===== src/rtl/sync_fifo_param_if.sv =====
// rtl/sync_fifo_param_if.sv - request/status bundle for the parametrised synchronous FIFO
interface sync_fifo_param_if #(
    parameter int DATA_WIDTH = 16,
    parameter int FIFO_DEPTH = 8,
    parameter int CNT_W      = $clog2(FIFO_DEPTH + 1)
);
    logic                  flush;
    logic                  wr_en;
    logic [DATA_WIDTH-1:0] data_in;
    logic                  rd_en;
    logic [CNT_W-1:0]      af_thresh;
    logic [CNT_W-1:0]      ae_thresh;
    logic [DATA_WIDTH-1:0] data_out;
    logic                  wr_ack;
    logic                  overflow;
    logic                  underflow;
    logic [CNT_W-1:0]      count;
    logic                  full;
    logic                  empty;
    logic                  almostfull;
    logic                  almostempty;
    logic                  prog_full;
    logic                  prog_empty;

    modport master (
        output flush, wr_en, data_in, rd_en, af_thresh, ae_thresh,
        input  data_out, wr_ack, overflow, underflow, count,
        input  full, empty, almostfull, almostempty, prog_full, prog_empty
    );

    modport slave (
        input  flush, wr_en, data_in, rd_en, af_thresh, ae_thresh,
        output data_out, wr_ack, overflow, underflow, count,
        output full, empty, almostfull, almostempty, prog_full, prog_empty
    );
endinterface


===== src/rtl/sync_fifo_param.sv =====
// rtl/sync_fifo_param.sv - synchronous FIFO with generic geometry, occupancy count and programmable thresholds
module sync_fifo_param #(
    parameter int DATA_WIDTH = 16,
    parameter int FIFO_DEPTH = 8,
    parameter int CNT_W      = $clog2(FIFO_DEPTH + 1)
) (
    input  logic             clk,
    input  logic             rst_n,
    sync_fifo_param_if.slave bus
);
    localparam int PTR_W = (FIFO_DEPTH > 2) ? $clog2(FIFO_DEPTH) : 1;
    localparam logic [PTR_W-1:0] PTR_LAST = PTR_W'(FIFO_DEPTH - 1);
    localparam logic [CNT_W-1:0] CNT_FULL = CNT_W'(FIFO_DEPTH);

    logic [DATA_WIDTH-1:0] mem_q [FIFO_DEPTH];

    logic [PTR_W-1:0]      wr_ptr_q, wr_ptr_d;
    logic [PTR_W-1:0]      rd_ptr_q, rd_ptr_d;
    logic [CNT_W-1:0]      count_q, count_d;
    logic [DATA_WIDTH-1:0] data_out_q, data_out_d;
    logic                  wr_ack_q, wr_ack_d;
    logic                  overflow_q, overflow_d;
    logic                  underflow_q, underflow_d;

    logic full_w;
    logic empty_w;
    logic wr_accept;
    logic rd_accept;

    // Static flags are pure decodes of the current occupancy
    assign full_w  = (count_q == CNT_FULL);
    assign empty_w = (count_q == '0);

    // Acceptance looks only at this cycle's flags; flush blocks both sides
    assign wr_accept = bus.wr_en && !full_w  && !bus.flush;
    assign rd_accept = bus.rd_en && !empty_w && !bus.flush;

    // Next-state for pointers, occupancy, read data and status pulses
    always_comb begin
        wr_ptr_d    = wr_ptr_q;
        rd_ptr_d    = rd_ptr_q;
        count_d     = count_q;
        data_out_d  = data_out_q;
        wr_ack_d    = wr_accept;
        overflow_d  = bus.wr_en && full_w  && !bus.flush;
        underflow_d = bus.rd_en && empty_w && !bus.flush;

        if (bus.flush) begin
            wr_ptr_d = '0;
            rd_ptr_d = '0;
            count_d  = '0;
        end else begin
            // Pointers wrap by compare so non-power-of-two depths work
            if (wr_accept) begin
                wr_ptr_d = (wr_ptr_q == PTR_LAST) ? '0 : wr_ptr_q + PTR_W'(1);
            end
            if (rd_accept) begin
                rd_ptr_d   = (rd_ptr_q == PTR_LAST) ? '0 : rd_ptr_q + PTR_W'(1);
                data_out_d = mem_q[rd_ptr_q];
            end
            case ({wr_accept, rd_accept})
                2'b10:   count_d = count_q + CNT_W'(1);
                2'b01:   count_d = count_q - CNT_W'(1);
                default: count_d = count_q;
            endcase
        end
    end

    // Control and status registers with asynchronous clear
    always_ff @(posedge clk or negedge rst_n) begin
        if (!rst_n) begin
            wr_ptr_q    <= '0;
            rd_ptr_q    <= '0;
            count_q     <= '0;
            data_out_q  <= '0;
            wr_ack_q    <= 1'b0;
            overflow_q  <= 1'b0;
            underflow_q <= 1'b0;
        end else begin
            wr_ptr_q    <= wr_ptr_d;
            rd_ptr_q    <= rd_ptr_d;
            count_q     <= count_d;
            data_out_q  <= data_out_d;
            wr_ack_q    <= wr_ack_d;
            overflow_q  <= overflow_d;
            underflow_q <= underflow_d;
        end
    end

    // Storage array is deliberately left out of reset
    always_ff @(posedge clk) begin
        if (wr_accept) begin
            mem_q[wr_ptr_q] <= bus.data_in;
        end
    end

    assign bus.data_out    = data_out_q;
    assign bus.wr_ack      = wr_ack_q;
    assign bus.overflow    = overflow_q;
    assign bus.underflow   = underflow_q;
    assign bus.count       = count_q;
    assign bus.full        = full_w;
    assign bus.empty       = empty_w;
    assign bus.almostfull  = (count_q == CNT_W'(FIFO_DEPTH - 1));
    assign bus.almostempty = (count_q == CNT_W'(1));
    // Thresholds beyond the depth simply never match prog_full
    assign bus.prog_full   = (count_q >= bus.af_thresh);
    assign bus.prog_empty  = (count_q <= bus.ae_thresh);
endmodule


===== src/flat_wrapper.sv =====
// flat-port wrapper written by rule: the top's interface ports become plain ports
module sync_fifo_param_flat 
#(
    parameter int DATA_WIDTH = 16,
    parameter int FIFO_DEPTH = 8,
    parameter int CNT_W      = $clog2(FIFO_DEPTH + 1)
)
  (clk, rst_n, bus_flush, bus_wr_en, bus_data_in, bus_rd_en, bus_af_thresh, bus_ae_thresh, bus_data_out, bus_wr_ack, bus_overflow, bus_underflow, bus_count, bus_full, bus_empty, bus_almostfull, bus_almostempty, bus_prog_full, bus_prog_empty);
  sync_fifo_param_if #(.DATA_WIDTH(DATA_WIDTH), .FIFO_DEPTH(FIFO_DEPTH), .CNT_W(CNT_W)) bus_i ();
  input  logic clk;
  input  logic rst_n;
  input wire logic [$bits(bus_i.flush)-1:0] bus_flush;
  input wire logic [$bits(bus_i.wr_en)-1:0] bus_wr_en;
  input wire logic [$bits(bus_i.data_in)-1:0] bus_data_in;
  input wire logic [$bits(bus_i.rd_en)-1:0] bus_rd_en;
  input wire logic [$bits(bus_i.af_thresh)-1:0] bus_af_thresh;
  input wire logic [$bits(bus_i.ae_thresh)-1:0] bus_ae_thresh;
  output wire logic [$bits(bus_i.data_out)-1:0] bus_data_out;
  output wire logic [$bits(bus_i.wr_ack)-1:0] bus_wr_ack;
  output wire logic [$bits(bus_i.overflow)-1:0] bus_overflow;
  output wire logic [$bits(bus_i.underflow)-1:0] bus_underflow;
  output wire logic [$bits(bus_i.count)-1:0] bus_count;
  output wire logic [$bits(bus_i.full)-1:0] bus_full;
  output wire logic [$bits(bus_i.empty)-1:0] bus_empty;
  output wire logic [$bits(bus_i.almostfull)-1:0] bus_almostfull;
  output wire logic [$bits(bus_i.almostempty)-1:0] bus_almostempty;
  output wire logic [$bits(bus_i.prog_full)-1:0] bus_prog_full;
  output wire logic [$bits(bus_i.prog_empty)-1:0] bus_prog_empty;
  assign bus_i.flush = bus_flush;
  assign bus_i.wr_en = bus_wr_en;
  assign bus_i.data_in = bus_data_in;
  assign bus_i.rd_en = bus_rd_en;
  assign bus_i.af_thresh = bus_af_thresh;
  assign bus_i.ae_thresh = bus_ae_thresh;
  assign bus_data_out = bus_i.data_out;
  assign bus_wr_ack = bus_i.wr_ack;
  assign bus_overflow = bus_i.overflow;
  assign bus_underflow = bus_i.underflow;
  assign bus_count = bus_i.count;
  assign bus_full = bus_i.full;
  assign bus_empty = bus_i.empty;
  assign bus_almostfull = bus_i.almostfull;
  assign bus_almostempty = bus_i.almostempty;
  assign bus_prog_full = bus_i.prog_full;
  assign bus_prog_empty = bus_i.prog_empty;
  sync_fifo_param #(.DATA_WIDTH(DATA_WIDTH), .FIFO_DEPTH(FIFO_DEPTH), .CNT_W(CNT_W)) u_core (.clk(clk), .rst_n(rst_n), .bus(bus_i));
endmodule

===== config.mk =====
export PLATFORM = sky130hd
export DESIGN_NAME = sync_fifo_param_flat
export DESIGN_NICKNAME = d
export VERILOG_FILES = /design/src/rtl/sync_fifo_param_if.sv /design/src/rtl/sync_fifo_param.sv /design/src/flat_wrapper.sv
export SDC_FILE = /design/constraint.sdc
export NUM_CORES = 1
export LEC_CHECK = 0
export CAP_MARGIN = 5
export CORE_ASPECT_RATIO = 2
export CORE_MARGIN = 10
export CORE_UTILIZATION = 40
export DETAILED_ROUTE_END_ITERATION = 6
export SKIP_CTS_REPAIR_TIMING = 1
export SYNTH_ARGS = -nofsm -noshare
export SYNTH_HDL_FRONTEND = slang
export SYNTH_SLANG_ARGS = --single-unit

===== constraint.sdc =====
create_clock -name clk -period 6 [get_ports clk]
set_input_delay 1.2 -clock clk [delete_from_list [all_inputs] [get_ports clk]]
set_output_delay 1.2 -clock clk [all_outputs]
set_load 0.005 [all_outputs]

==> results.md, run 1 <==
- Final setup fails: 0
- Die span in y: 200.0 um
- Final hold vios: 0
- Final std cells w/o fill: 649
- DRC: 0
- Cell count after placement: 617
- Peak per-stage delay on the critical path: 0.52 ns
- Vias: 3445
- Critical Path Source Type: input pin
- Hpwl dp: 8.418 mm
- Diode count: 0
- Final GP Congestion: 0.7547
- Die Area: 22000 um2
- Slew Limit Fails: 0
- Worst clock skew: 0.007425 ns
- Num Clock Sinks: 157
- Top FF cell, synth: edfxtp_1
- Number of routed nets with antenna violations: 0
- Post-synth EDFFs: 128
- Clk_lat worst skew: 0.42 ns
- RSZ-0062 raised after global routing: no
- First-pass GRT wire length: 21.40 mm
- Yosys cell types: 47
- PwrDens: 344.0 nW/um2
- Part of the cycle the worst path needs: 0.7208
- Share of layout cells above drive strength 1: 0.1853
- Root Driver: clkbuf_16
- Worst slack, placed: 1.695 ns
- 1st-pass router iterations: 4
- Crit end category: output pin
- Clock transition at path regs: 0.06 ns
- Nets: 479
- Syn Inst Count: 368
- Area contributors post-synth: edfxtp_1 59%, dfrtp_1 11%, mux4_2 11%
- Drt via density: 5.308
- Buf+Inv Stages, Crit Path: 3
- Mapped Avg Cell Area: 17.61 um2
- GRT Util Overall: 0.1315
- Vias in the first global route: 3713
- Critical Path AT: 3.12 ns
- Worst hold slack: 0.5245 ns
- CTS max path bufs: 2
- Crit-path max FO: 2
- # port buffers: 57
- FMAX: 231.2 MHz
- Net Count, Synth: 412
- Post-synth top area share: 0.5931
- Crit path kind: in -> out
- Initial antenna violation count: 0
- Outcome: complete, no violations
- Hold Crit Class: reg -> reg
- Final worst slack: 1.675 ns
- Filler cells: 1350
- Top cells by instance count after synthesis: 128 x edfxtp_1, 32 x mux4_2, 29 x dfrtp_1, 29 x nor2_1, 24 x a21oi_1
- CTS Buf Count: 17
- Slowest-stage cell, CP: clkdlybuf4s50_1
- Initial Utilization: 0.4087
- VDD IR max: 193.9 uV
- Register bit total from synthesis: 157
- Family with the most delay on the worst path: buffers and inverters
- DP Area: 7282 um2
- Pin count of the biggest net entering global routing: 35
- YS warnings: 0
- Rows: 65
- Final Critical Period: 4.325 ns
- CORE AREA: 15860 um2
- Htree depth: 4
- Worst EP required: 4.80 ns
- Drt wl/cell: 20.84 um
- Cell type contributing the most total cell area after synthesis: edfxtp_1
- Pleak: 2.690 nW
- Relative slew slack: 0.2788
- DIE WIDTH: 110.0 um
- Most frequent cell after synthesis: edfxtp_1
- Total gr overflow: 0
- Worst-Margin Slew: 1.078 ns
- Sequential area share after synthesis: 0.7050
- Worst path cell trace: clkdlybuf4s50_1 > inv_1 > ha_1 > nor2b_1 > o21a_1 > o21a_1 > o21ai_0 > clkdlybuf4s50_1
- WL final: 13.52 mm
- Setup TNS: 0 ns
- Ports: 58
- Syn Std Cell Area: 6481 um2
- Area Overhead vs Synth: 21.37%
- CTS tree: done
- Ys async rst share: 0.1847
- Max cap viols: 0
- DR iter-0 viols: 212
- Finished Cell Area: 7866 um2
==> state kept, by name, indices dropped and copies added, names as in the netlist <==
name and cells:
u_core.bus.count 4, u_core.bus.data_out 16, u_core.bus.overflow 1, u_core.bus.underflow 1, u_core.bus.wr_ack 1, u_core.mem_q 128, u_core.rd_ptr_q 3, u_core.wr_ptr_q 3
==> final cells by class <==
type	instances	area (um2)	share of cell area
multi-input combinational	180	1764	0.2243
clock inverter	12	147.6	0.01877
clock buffer	20	436.7	0.05551
timing repair buffer	68	653.1	0.08303
sequential	157	4572	0.5812
tap	201	251.5	0.03197
inverter	11	41.29	0.005249
==> worst min-delay path: stages (launching register included) <==
cell and delay, ns:
dfrtp_1 0.34, nor2_1 0.05, a21oi_1 0.10
==> layout by cell type, fill, tap and decap left out, drive strengths merged, types with 4 or more instances in the layout <==
master	synthesis	routed
dfrtp	29	29
mux4	32	32
edfxtp	128	128
a21oi	24	24
clkinv	0	6
inv	11	11
or3	4	4
clkbuf	1	20
nand2	14	14
nor2	30	30
nand3b	4	4
mux2i	16	16
ha	15	15
buf	18	11
clkdlybuf4s50	0	57
nand2b	5	5
==> layer usage <==
| metal | GRT usage | part of all wire |
|---|---|---|
| met3 | 0.03726 | 0.041 |
| met2 | 0.2356 | 0.56 |
| met1 | 0.1409 | 0.38 |
| met5 | 0 | 0 |
| met4 | 0.04893 | 0.017 |
==> kinds of logic after synthesis <==
kind of cell,count (synthesis),share of synthesized area
buffers and inverters,31,0.02625
adder cells (fa/ha/maj),15,0.02896
flip-flops,157,0.7050
multiplexers,48,0.1359
AND/OR/NAND/NOR,76,0.06120
AO/OA/AOI/OAI,41,0.04267
==> where the power goes <==
group          leakage (nW)  switching (W)  internal [W]  total [W]
logic                 0.911       0.000163      0.000203   0.000365
clock network         0.275       0.000401      0.000650    0.00105
registers              1.50      0.0000429       0.00125    0.00129
==> stage by stage <==
step	util	total power, W
floorplan	-	0.001483
global placement	0.4592	0.001678
detailed placement	0.4592	0.001687
CTS	0.4960	0.002741
global route	0.4960	0.002818
finish	0.4960	0.002706
==> path summary, 6_finish.rpt <==
check | start | to | slack (ns) | cells past startpoint
max | bus_ae_thresh[1] | bus_prog_empty | 1.68 | 8
min | u_core.bus.data_out[15] | u_core.bus.data_out[15] | 0.52 | 2
max reg2reg | u_core.bus.count[1] | u_core.mem_q[0][8] | 2.84 | 6
min reg2reg | u_core.bus.data_out[15] | u_core.bus.data_out[15] | 0.52 | 2
max in group asynchronous | rst_n | u_core.rd_ptr_q[1] | 4.46 | 2
min in group asynchronous | rst_n | u_core.bus.count[2] | 1.20 | 2
Note: power is estimated with default switching activity, not from simulation.
==> run 2, diff against run 1 <==
Clock period 6 ns to 4.4 ns, I/O delays scaled along.
==> run 2 against run 1 <==
Net effect:
- utilization increased by 0.21 points
- count of clock-buffer cells in the layout shrank 2
- clock power up 40%
- hold slack gained 0.0071 ns
- register-to-register slack worse by 1.1 ns
- wire length decreased by 2.4%
- critical endpoint unchanged
- largest cell class unchanged
- largest power group unchanged
==> results.md, run 2 (synthesis results as in run 1) <==
- Final GP Congestion: 0.7320
- CTS Buf Count: 17
- Outcome: complete, no violations
- Slew Limit Fails: 0
- Most common cell after layout, fill and taps aside: edfxtp_1
- Area Overhead vs Synth: 21.87%
- DR iter-0 viols: 120
- RSZ-0062 raised after global routing: no
- Power share of the combinational group: 0.132
- Clock transition at path regs: 0.06 ns
- Ports: 58
- WL final: 13.20 mm
- Internal: 0.002885 W
- Die Area: 22000 um2
- DRC: 0
- Relative slew slack: 0.3461
- Worst clock skew: 0.006256 ns
- Commonest non-fill, non-tap cells in the layout: 128 x edfxtp_1, 57 x clkdlybuf4s50_1, 32 x mux4_2
- CTS max path bufs: 2
- Clock Power Share: 0.395
- Drt via density: 5.291
- # port buffers: 57
- Final hold vios: 0
- Die span in y: 200.0 um
- Cell count after placement: 620
- Sw frac: 0.2266
- Pin count of the biggest net entering global routing: 35
- Largest register FFs: 128
- Number of routed nets with antenna violations: 0
- Final Critical Period: 3.733 ns
- Setup TNS: 0 ns
- 1st-pass router iterations: 4
- Vias: 3450
- Drt wl/cell: 20.24 um
- Final std cells w/o fill: 652
- WL met1: 5.024 mm
- Worst-Margin Slew: 0.9778 ns
- Critical Path AT: 2.85 ns
- Max cap viols: 0
- Clk_lat worst skew: 0.41 ns
- Nets: 482
- Diode count: 0
- Hold Crit Class: reg -> reg
- Part of the cycle the worst path needs: 0.8483
- Switch Pwr: 0.0008450 W
- CORE AREA: 15860 um2
- Initial antenna violation count: 0
- Biggest register: u_core.mem_q
- GRT Util Overall: 0.1277
- Crit end category: output pin
- Num Clock Sinks: 157
- Pleak: 2.719 nW
- Critical Path Source Type: input pin
- Root Driver: clkbuf_16
- CTS tree: done
- Top sig layer: met4
- PwrDens: 472.2 nW/um2
- Worst EP required: 3.52 ns
- Metal2 WL: 7.375 mm
- Crit path kind: in -> out
- First-pass GRT wire length: 20.80 mm
- Met3 WL: 616 um
- Final setup fails: 0
- DIE WIDTH: 110.0 um
- Vias in the first global route: 3732
- FMAX: 267.9 MHz
- Htree depth: 4
- Initial Utilization: 0.4087
- Total gr overflow: 0
- Crit-path max FO: 2
- Seq pwr share: 0.473
- Hpwl dp: 8.541 mm
- Share of layout cells above drive strength 1: 0.2018
- VDD IR max: 285.6 uV
- Rows: 65
-- run 2: changes by cell type in the layout (fill, tap and decap cells not counted), sizes merged --
cell	before	now
buf	11	14
clkinvlp	3	6
clkbuf	20	18
clkinv	6	4
inv	11	12
-- run 2: final cells by class --
type | count | area [um2]
Inverter | 11 | 41.29
Sequential cell | 157 | 4572
Timing Repair Buffer | 71 | 675.6
Fill cell | 1359 | 7960
Multi-Input combinational cell | 180 | 1752
Clock buffer | 18 | 439.2
Clock inverter | 14 | 167.7
Tap cell | 201 | 251.5
-- run 2: layer usage --
metal	global-route usage	vias up
met3	0.03244	13
li1	-	1567
met2	0.2310	78
met1	0.1359	1792
met4	0.05039	0
met5	0	-
-- run 2: final timing paths --
check | depth (start not counted) | slack, ns | end | start
max | 8 | 0.67 | bus_prog_empty | bus_ae_thresh[1]
min reg2reg | 2 | 0.53 | u_core.bus.data_out[0] | u_core.bus.data_out[0]
min in group asynchronous | 1 | 1.01 | u_core.bus.count[2] | rst_n
min | 2 | 0.53 | u_core.bus.data_out[0] | u_core.bus.data_out[0]
max reg2reg | 7 | 1.72 | u_core.mem_q[0][11] | u_core.bus.count[1]
max in group asynchronous | 2 | 2.61 | u_core.bus.data_out[9] | rst_n
-- run 2: worst max-delay path, stage by stage --
cell             delay [ns]
clkdlybuf4s50_1        0.45
inv_1                  0.04
ha_1                   0.27
nor2b_1                0.13
o21a_1                 0.16
o21a_1                 0.16
o21ai_0                0.19
clkdlybuf4s50_1        0.56
-- run 2: power groups by stage --
stage,Sequential (W),Clock [W],Combinational (W)
after detailed placement,0.00180,0,0.000504
after global placement,0.00179,0,0.000497
after floorplan,0.00179,0,0.000237
after CTS,0.00177,0.00150,0.000506
final,0.00176,0.00147,0.000494
after global routing,0.00178,0.00156,0.000548
-- run 2: metrics by stage --
stage | setup WS (ns) | util | hold slack, ns | instance area, um2 | power (W)
global route | 0.5551 | 0.4981 | 0.5599 | 7899 | 0.003879
global placement | 0.7891 | 0.4598 | 0.5068 | 7292 | 0.002288
detailed placement | 0.6625 | 0.4598 | 0.5254 | 7292 | 0.002300
floorplan | 1.184 | - | 0.5191 | 6481 | 0.002022
CTS | 0.6603 | 0.4981 | 0.5377 | 7899 | 0.003770
finish | 0.6674 | 0.4981 | 0.5316 | 7899 | 0.003730
